$ cat src/rtl/noc_eject_port.sv
// Clocked responder on one NoC ejection port: completes the 4-phase rr/ra handshake,
// checks the per-flit activity toggle and queues {addr, uid, arrival stamp} for a consumer.
module noc_eject_port #(
    parameter int          ADDR_W      = 16,
    parameter int          UID_W       = 14,
    parameter int          ACT_W       = 2,
    parameter int          DEPTH       = 8,
    parameter int          SYNC_STAGES = 2,
    // Reset value of the stamp counter; nonzero only to reach the wrap point quickly.
    parameter logic [31:0] STAMP_INIT  = 32'h0,
    localparam int         FLIT_W      = ADDR_W + UID_W + ACT_W,
    localparam int         CNT_W       = $clog2(DEPTH + 1)
) (
    input  logic              clk,
    input  logic              rst_n,
    input  logic              rr,
    input  logic [FLIT_W-1:0] dout,
    output logic              ra,
    output logic              out_valid,
    input  logic              out_ready,
    output logic [ADDR_W-1:0] out_addr,
    output logic [UID_W-1:0]  out_uid,
    output logic [31:0]       out_stamp,
    output logic [CNT_W-1:0]  fifo_count,
    output logic [31:0]       flit_count,
    output logic              act_err
);

    localparam int PTR_W = $clog2(DEPTH);

    // First expected activity value: the pattern ...1010, i.e. odd bits set.
    function automatic logic [ACT_W-1:0] act_seed();
        logic [ACT_W-1:0] v;
        for (int i = 0; i < ACT_W; i++) v[i] = ((i % 2) == 1);
        return v;
    endfunction

    localparam logic [ACT_W-1:0] ACT_SEED = act_seed();

    typedef enum logic {IDLE, ACK} state_t;

    typedef struct packed {
        logic [ADDR_W-1:0] addr;
        logic [UID_W-1:0]  uid;
        logic [31:0]       stamp;
    } entry_t;

    logic [SYNC_STAGES-1:0] rr_sync;
    logic                   rr_s;
    state_t                 state;
    logic [31:0]            stamp_cnt;
    logic [ACT_W-1:0]       exp_act;
    logic [ACT_W-1:0]       rx_act;

    entry_t                 mem [DEPTH];
    entry_t                 head;
    entry_t                 wr_entry;
    logic [PTR_W-1:0]       wr_ptr;
    logic [PTR_W-1:0]       rd_ptr;
    logic [CNT_W-1:0]       count;
    logic                   full;
    logic                   push;
    logic                   pop;

    assign rr_s   = rr_sync[SYNC_STAGES-1];
    assign rx_act = dout[ACT_W-1:0];

    // dout has been stable for the whole synchronizer delay, so it is sampled raw.
    assign wr_entry = '{addr:  dout[FLIT_W-1 -: ADDR_W],
                        uid:   dout[ACT_W +: UID_W],
                        stamp: stamp_cnt};

    // Full is judged on occupancy before this cycle's pop, so a full FIFO never pushes.
    assign full      = (count == CNT_W'(DEPTH));
    assign push      = (state == IDLE) && rr_s && !full;
    assign out_valid = (count != '0);
    assign pop       = out_valid && out_ready;

    assign head       = mem[rd_ptr];
    assign out_addr   = out_valid ? head.addr  : '0;
    assign out_uid    = out_valid ? head.uid   : '0;
    assign out_stamp  = out_valid ? head.stamp : '0;
    assign fifo_count = count;

    // NOTE: sequential state uses non-blocking assignments so every flop samples pre-edge values.
    always_ff @(posedge clk) begin
        if (!rst_n) begin
            rr_sync    <= '0;
            state      <= IDLE;
            ra         <= 1'b0;
            stamp_cnt  <= STAMP_INIT;
            exp_act    <= ACT_SEED;
            act_err    <= 1'b0;
            flit_count <= '0;
            wr_ptr     <= '0;
            rd_ptr     <= '0;
            count      <= '0;
        end else begin
            rr_sync   <= {rr_sync[SYNC_STAGES-2:0], rr};
            stamp_cnt <= stamp_cnt + 32'd1;

            case (state)
                IDLE: begin
                    if (push) begin
                        state <= ACK;
                        ra    <= 1'b1;
                        if (flit_count != '1) flit_count <= flit_count + 32'd1;
                        if (rx_act != exp_act) act_err <= 1'b1;
                        // Resynchronise on the received value so one bad flit flags once.
                        exp_act <= ~rx_act;
                    end
                end
                ACK: begin
                    if (!rr_s) begin
                        state <= IDLE;
                        ra    <= 1'b0;
                    end
                end
            endcase

            if (push) wr_ptr <= wr_ptr + 1'b1;
            if (pop)  rd_ptr <= rd_ptr + 1'b1;

            case ({push, pop})
                2'b10:   count <= count + 1'b1;
                2'b01:   count <= count - 1'b1;
                default: count <= count;
            endcase
        end
    end

    // NOTE: the storage array has no reset; the pointers and count define which entries are live.
    always_ff @(posedge clk) begin
        if (rst_n && push) mem[wr_ptr] <= wr_entry;
    end

endmodule

$ cat config.mk
export PLATFORM = sky130hd
export DESIGN_NAME = noc_eject_port
export DESIGN_NICKNAME = d
export VERILOG_FILES = /design/src/rtl/noc_eject_port.sv
export SDC_FILE = /design/constraint.sdc
export NUM_CORES = 1
export LEC_CHECK = 0
export CORE_MARGIN = 2
export CORE_UTILIZATION = 45
export CTS_BUF_LIST = sky130_fd_sc_hd__clkbuf_4
export DETAILED_ROUTE_END_ITERATION = 12
export GPL_ROUTABILITY_DRIVEN = 0
export SYNTH_ARGS = -nofsm -noshare
export SYNTH_HDL_FRONTEND = slang
export SYNTH_SLANG_ARGS = --single-unit
export TNS_END_PERCENT = 50
$ cat constraint.sdc
create_clock -name clk -period 7.25 [get_ports clk]
set_input_delay 1.45 -clock clk [delete_from_list [all_inputs] [get_ports clk]]
set_output_delay 1.45 -clock clk [all_outputs]
set_load 0.05 [all_outputs]
After elaboration in Yosys (flattened, before gate mapping) --
Memory sizes are Yosys's and may differ from the RTL's. A register that Yosys moved wholly into a read port is not among the register bits. Cells that the tools add are included.
Word-level totals: ROM bits 0, bits of input ports 36, register bits 81, latch bits 0, memories kept 1, memory bits (writable) 496
Memory list:
- mem | words 8, bits a word 62, read ports 1, clocked after memory_dff 1, write ports 1, RTL line 55 | entry_t mem [DEPTH];
Cells by class: order comparisons 0, add/sub/neg operators 6, multiply operators 0, bitwise gates (word level) 2, div/mod/pow operators 0, equal/unequal tests 7, reduce and logical (&&, ||, !) cells 11, shift-type cells 0, mux-type cells 14
Operators by type and width (number):
- $add 32x1->32 const B | 2
- $mux 32 | 1
- $ne 32x32->1 const B | 1
- $mux 16 | 1
- $mux 14 | 1
- $pmux 4 s2 | 1
- $add 3x1->3 const B | 2
- $mux 1 | 6
- $mux 3 | 2
- $reduce_and 3->1 | 2
- $add 4x1->4 const B | 1
- $eq 4x4->1 const B | 1
- $logic_and 1x1->1 | 4
- $ne 2x2->1 const B | 2
- $pmux 1 s2 | 2
- $reduce_and 2->1 | 2
- $reduce_bool 4->1 | 1
- $sub 4x1->4 const B | 1
- $eq 2x1->1 const B | 1
- $eq 2x2->1 const B | 1
- $ne 2x2->1 | 1
- $not 2->2 | 1
- $reduce_bool 2->1 | 1
- $logic_not 1->1 | 1
- $not 1->1 | 1

Logic depth before layout (Yosys ltp) --
word-level depth 6, mapped depth 13, mapped depth without buffers 10

Worst setup path before layout --
Ideal clock, no wire load.
path type input port to flip-flop, start input rst_n, end memory mem[0][0] in the netlist's numbering (enable), required time 6.692 ns, path slack 0.547 ns, path buffers 0, stages 3, arrival 6.145 ns, path through inv_1 or3_1 nor3_1
Between the ends: longest elaborated chain between the ends 3
Ends and longest elaborated chain:
- from (decl) | RTL line 15 | input logic rst_n,
- $logic_and 1x1->1 | RTL line 134 | if (rst_n && push) mem[wr_ptr] <= wr_entry;
- $mux 1 | RTL line 134
- $mux 1 (implied by the code) | RTL line 134
- to (decl) | RTL line 55
No other way between the ends.

==> run_results.csv <==
group,metric,value,unit
status,status,"completed",
route,wl_per_cell,21.1,µm
yosys,synth_compound_area_frac,0.0163,
min_path,whs_endpoint,"state$_SDFF_PN0_",
timing,timing.final.crit_share,0.752,
critical_path,crit_type,"flip-flop to output port",
power_and_ir_drop,p_leak,8.41,nW
clocking,cts_setup_buffers,0,
floorplan,die_h,228,µm
yosys,synthSimpleGateAreaFrac,0.0625,
yosys,synth_top_family_by_area,"multiplexers",
place,dpl_worst_slack,2660,ps
clocking,cts_sinks,580,
global_route,grt_usage,0.188,
job,drv_cap,0,
cells_and_area,num-nets-final,1525,
yosys,ys_seq_area_frac,0.731,
clocking,path_clk_slew,70,ps
place,port_buffers,136,
yosys,synth_xor_area_frac,0.0182,
timing,slew_headroom,0.226,
timing,setup_violations,0,
yosys,netlist_area,22700,µm²
route,finalWirelength,47500,µm
critical_path,r2r-end,"mem[2][43]$_DFFE_PP_",
cells_and_area,drive_above_1_share,0.252,
clocking,holdBufCountCts,0,
clocking,cts_tree,"yes",
global_route,gr-total-overflow,0,
route,first_pass_iters,4,
yosys,synthMuxAreaShare,0.153,
critical_path,reg2reg_depth,6,
timing,slew_violations,0,
floorplan,dieArea,52200,µm²
cells_and_area,fin_area,26700,µm²
clocking,post_cts_resized,0,
floorplan,rows,82,
yosys,ys_seq_elements,580,
place,hpwl,24500,µm
yosys,synth_edf_count,496,
timing,setup_tns,0,ps
clocking,clock_latency,950,ps
yosys,synth-adder-area-share,0.00386,
floorplan,core_area,50000,µm²
yosys,ys.flop_type,"edfxtp_1",
place,dp_cells,2001,
clocking,htreeDepth,4,
critical_path,critical_path.max_fanout,46,
timing,fin_ws,1800,ps
power_and_ir_drop,finalPower,8.34,mW
global_route,grt_pass1_vias,13000,
critical_path,required,5800,ps
floorplan,ioPinCount,137,
clocking,ctsLongestPathBuffers,3,
yosys,syn_nets,1277,
yosys,syn_area_per_cell,18.4,µm²
cells_and_area,layout_common_cells,"edfxtp_1 (496), clkbuf_4 (218), clkdlybuf4s50_1 (136), mux4_2 (124), nor2_1 (116)",
power_and_ir_drop,vdd_drop_max,0.000630,V
floorplan,fp.dieW,228,µm
cells_and_area,final_util,0.534,
clocking,numCtsBuffers,151,
critical_path,end_kind,"output port",
yosys,synthArstFlopShare,0,
global_route,grt_max_degree,70,
critical_path,arrival,4000,ps
route,drt_iter0_markers,675,
route,ant_nets,0,
global_route,antenna_found_initial,2,
critical_path,ff2ff_setup_slack,3550,ps
timing,fin_crit,5450,ps
min_path,holdPathStages,1,
critical_path,worst_setup_path_start_kind,"flip-flop",
yosys,synthCells,1234,
timing,hold_viol,0,
route,viasPerCell,5.32,
floorplan,start_util,0.454,
cells_and_area,areaGrowthSynthToFinish,17.7,%
timing,rsz0062_at_grt,"no",
clocking,root_buffer,"clkbuf_4",
timing,clock_skew,70.3,ps
power_and_ir_drop,cellPowerDensity,312,nW/µm²
timing,worst_hold_slack,458,ps
global_route,grt_pass1_wl,74300,µm
critical_path,r2r-start,"fifo_count[1]$_SDFFE_PN0P_",
route,vias,12000,
route,drc,0,
yosys,yosysWarnings,0,
cells_and_area,layout.cells.non_filler,2257,
timing,max_freq,0.183,GHz
timing,tightest_slew,1150,ps
cells_and_area,mostFrequentLayoutCell,"edfxtp_1",
place,postPlaceCellArea,24900,µm²
min_path,min_from,"rr_sync[1]$_SDFF_PN0_",
yosys,synth_cell_types,52,
min_path,min_path_type,"flip-flop to flip-flop",
## layout make-up
cell class	instances	area (µm²)
Multi-Input combinational cell	580	5820
Inverter	11	43.8
Clock inverter	34	185
Fill cell	4105	23300
Clock buffer	218	1640
Timing Repair Buffer	158	1560
Antenna cell	4	10.0
Tap cell	672	841
Sequential cell	580	16600
## cells by family (layout without fill, tap and decap cells)
family | count (synthesis) | after routing
AND/OR/NAND/NOR | 274 | 274
other | 0 | 4
buffers and inverters | 74 | 421
multiplexers | 192 | 192
flip-flops | 580 | 580
XOR/XNOR | 47 | 47
AO/OA/AOI/OAI | 60 | 60
adder cells (fa/ha/maj) | 7 | 7
## power breakdown
group          switching [mW]  internal [mW]  leakage, nW
sequential              0.110           3.62         5.22
combinational            1.12          0.789         2.10
clock                    1.26           1.44         1.10
total                    2.49           5.85         8.41
## critical path, stage by stage (launching register included)
cell and delay (ps):
dfxtp_4 990, buf_12 430, mux4_2 550, mux2i_1 160, nor2_1 50, clkdlybuf4s50_1 780
## cells in the mapped netlist (4+ instances only)
| cell | number | share of area |
|---|---|---|
| o211ai_1 | 4 | 0.0013 |
| nand2_1 | 37 | 0.0061 |
| edfxtp_1 | 496 | 0.66 |
| a211oi_1 | 5 | 0.0017 |
| and2_1 | 9 | 0.0025 |
| buf_2 | 17 | 0.0038 |
| clkbuf_1 | 38 | 0.0063 |
| nor2_1 | 122 | 0.020 |
| mux2i_1 | 68 | 0.030 |
| or4_1 | 7 | 0.0023 |
| dfxtp_1 | 84 | 0.074 |
| o21ai_0 | 7 | 0.0015 |
| buf_6 | 5 | 0.0025 |
| nor4_1 | 5 | 0.0014 |
| xnor2_1 | 22 | 0.0085 |
| nand2b_1 | 6 | 0.0017 |
| inv_1 | 9 | 0.0015 |
| mux4_2 | 124 | 0.12 |
| or3_1 | 11 | 0.0030 |
| nor3_1 | 9 | 0.0020 |
| ha_1 | 7 | 0.0039 |
| o21ai_1 | 5 | 0.0011 |
| xor2_1 | 25 | 0.0097 |
| o31ai_1 | 6 | 0.0020 |
| and4_1 | 9 | 0.0035 |
| nand3_1 | 18 | 0.0040 |
| a21oi_1 | 23 | 0.0051 |
| and3_1 | 5 | 0.0014 |
| nand4_1 | 19 | 0.0052 |
## worst max path at each step
stage / cells past startpoint / from / slack, ps / to
floorplan: 3 / rst_n / 550 / mem[0][0]$_DFFE_PP_
global placement: 5 / flip-flop / 2660 / out_stamp[31]
detailed placement: 5 / flip-flop / 2660 / out_addr[12]
CTS: 5 / flip-flop / 1550 / out_stamp[12]
global route: 5 / flip-flop / 1420 / out_addr[11]
finish: 5 / flip-flop / 1800 / out_stamp[16]
## per-layer routing
metal	GRT usage	vias to the layer above	wire length, µm
li1	-	5487	-
met4	0.0690	0	758
met1	0.248	6133	21300
met2	0.299	320	23100
met5	0	-	0
met3	0.0533	62	2370
## sequential cells by signal, indices dropped and copies added, names as in the netlist, 2 cells and up, named ones only
register    flops
rd_ptr          3
rr_sync         2
flit_count     32
mem           496
stamp_cnt      32
fifo_count      4
wr_ptr          3
exp_act         2
No activity file was read; power rests on OpenSTA's default activity.
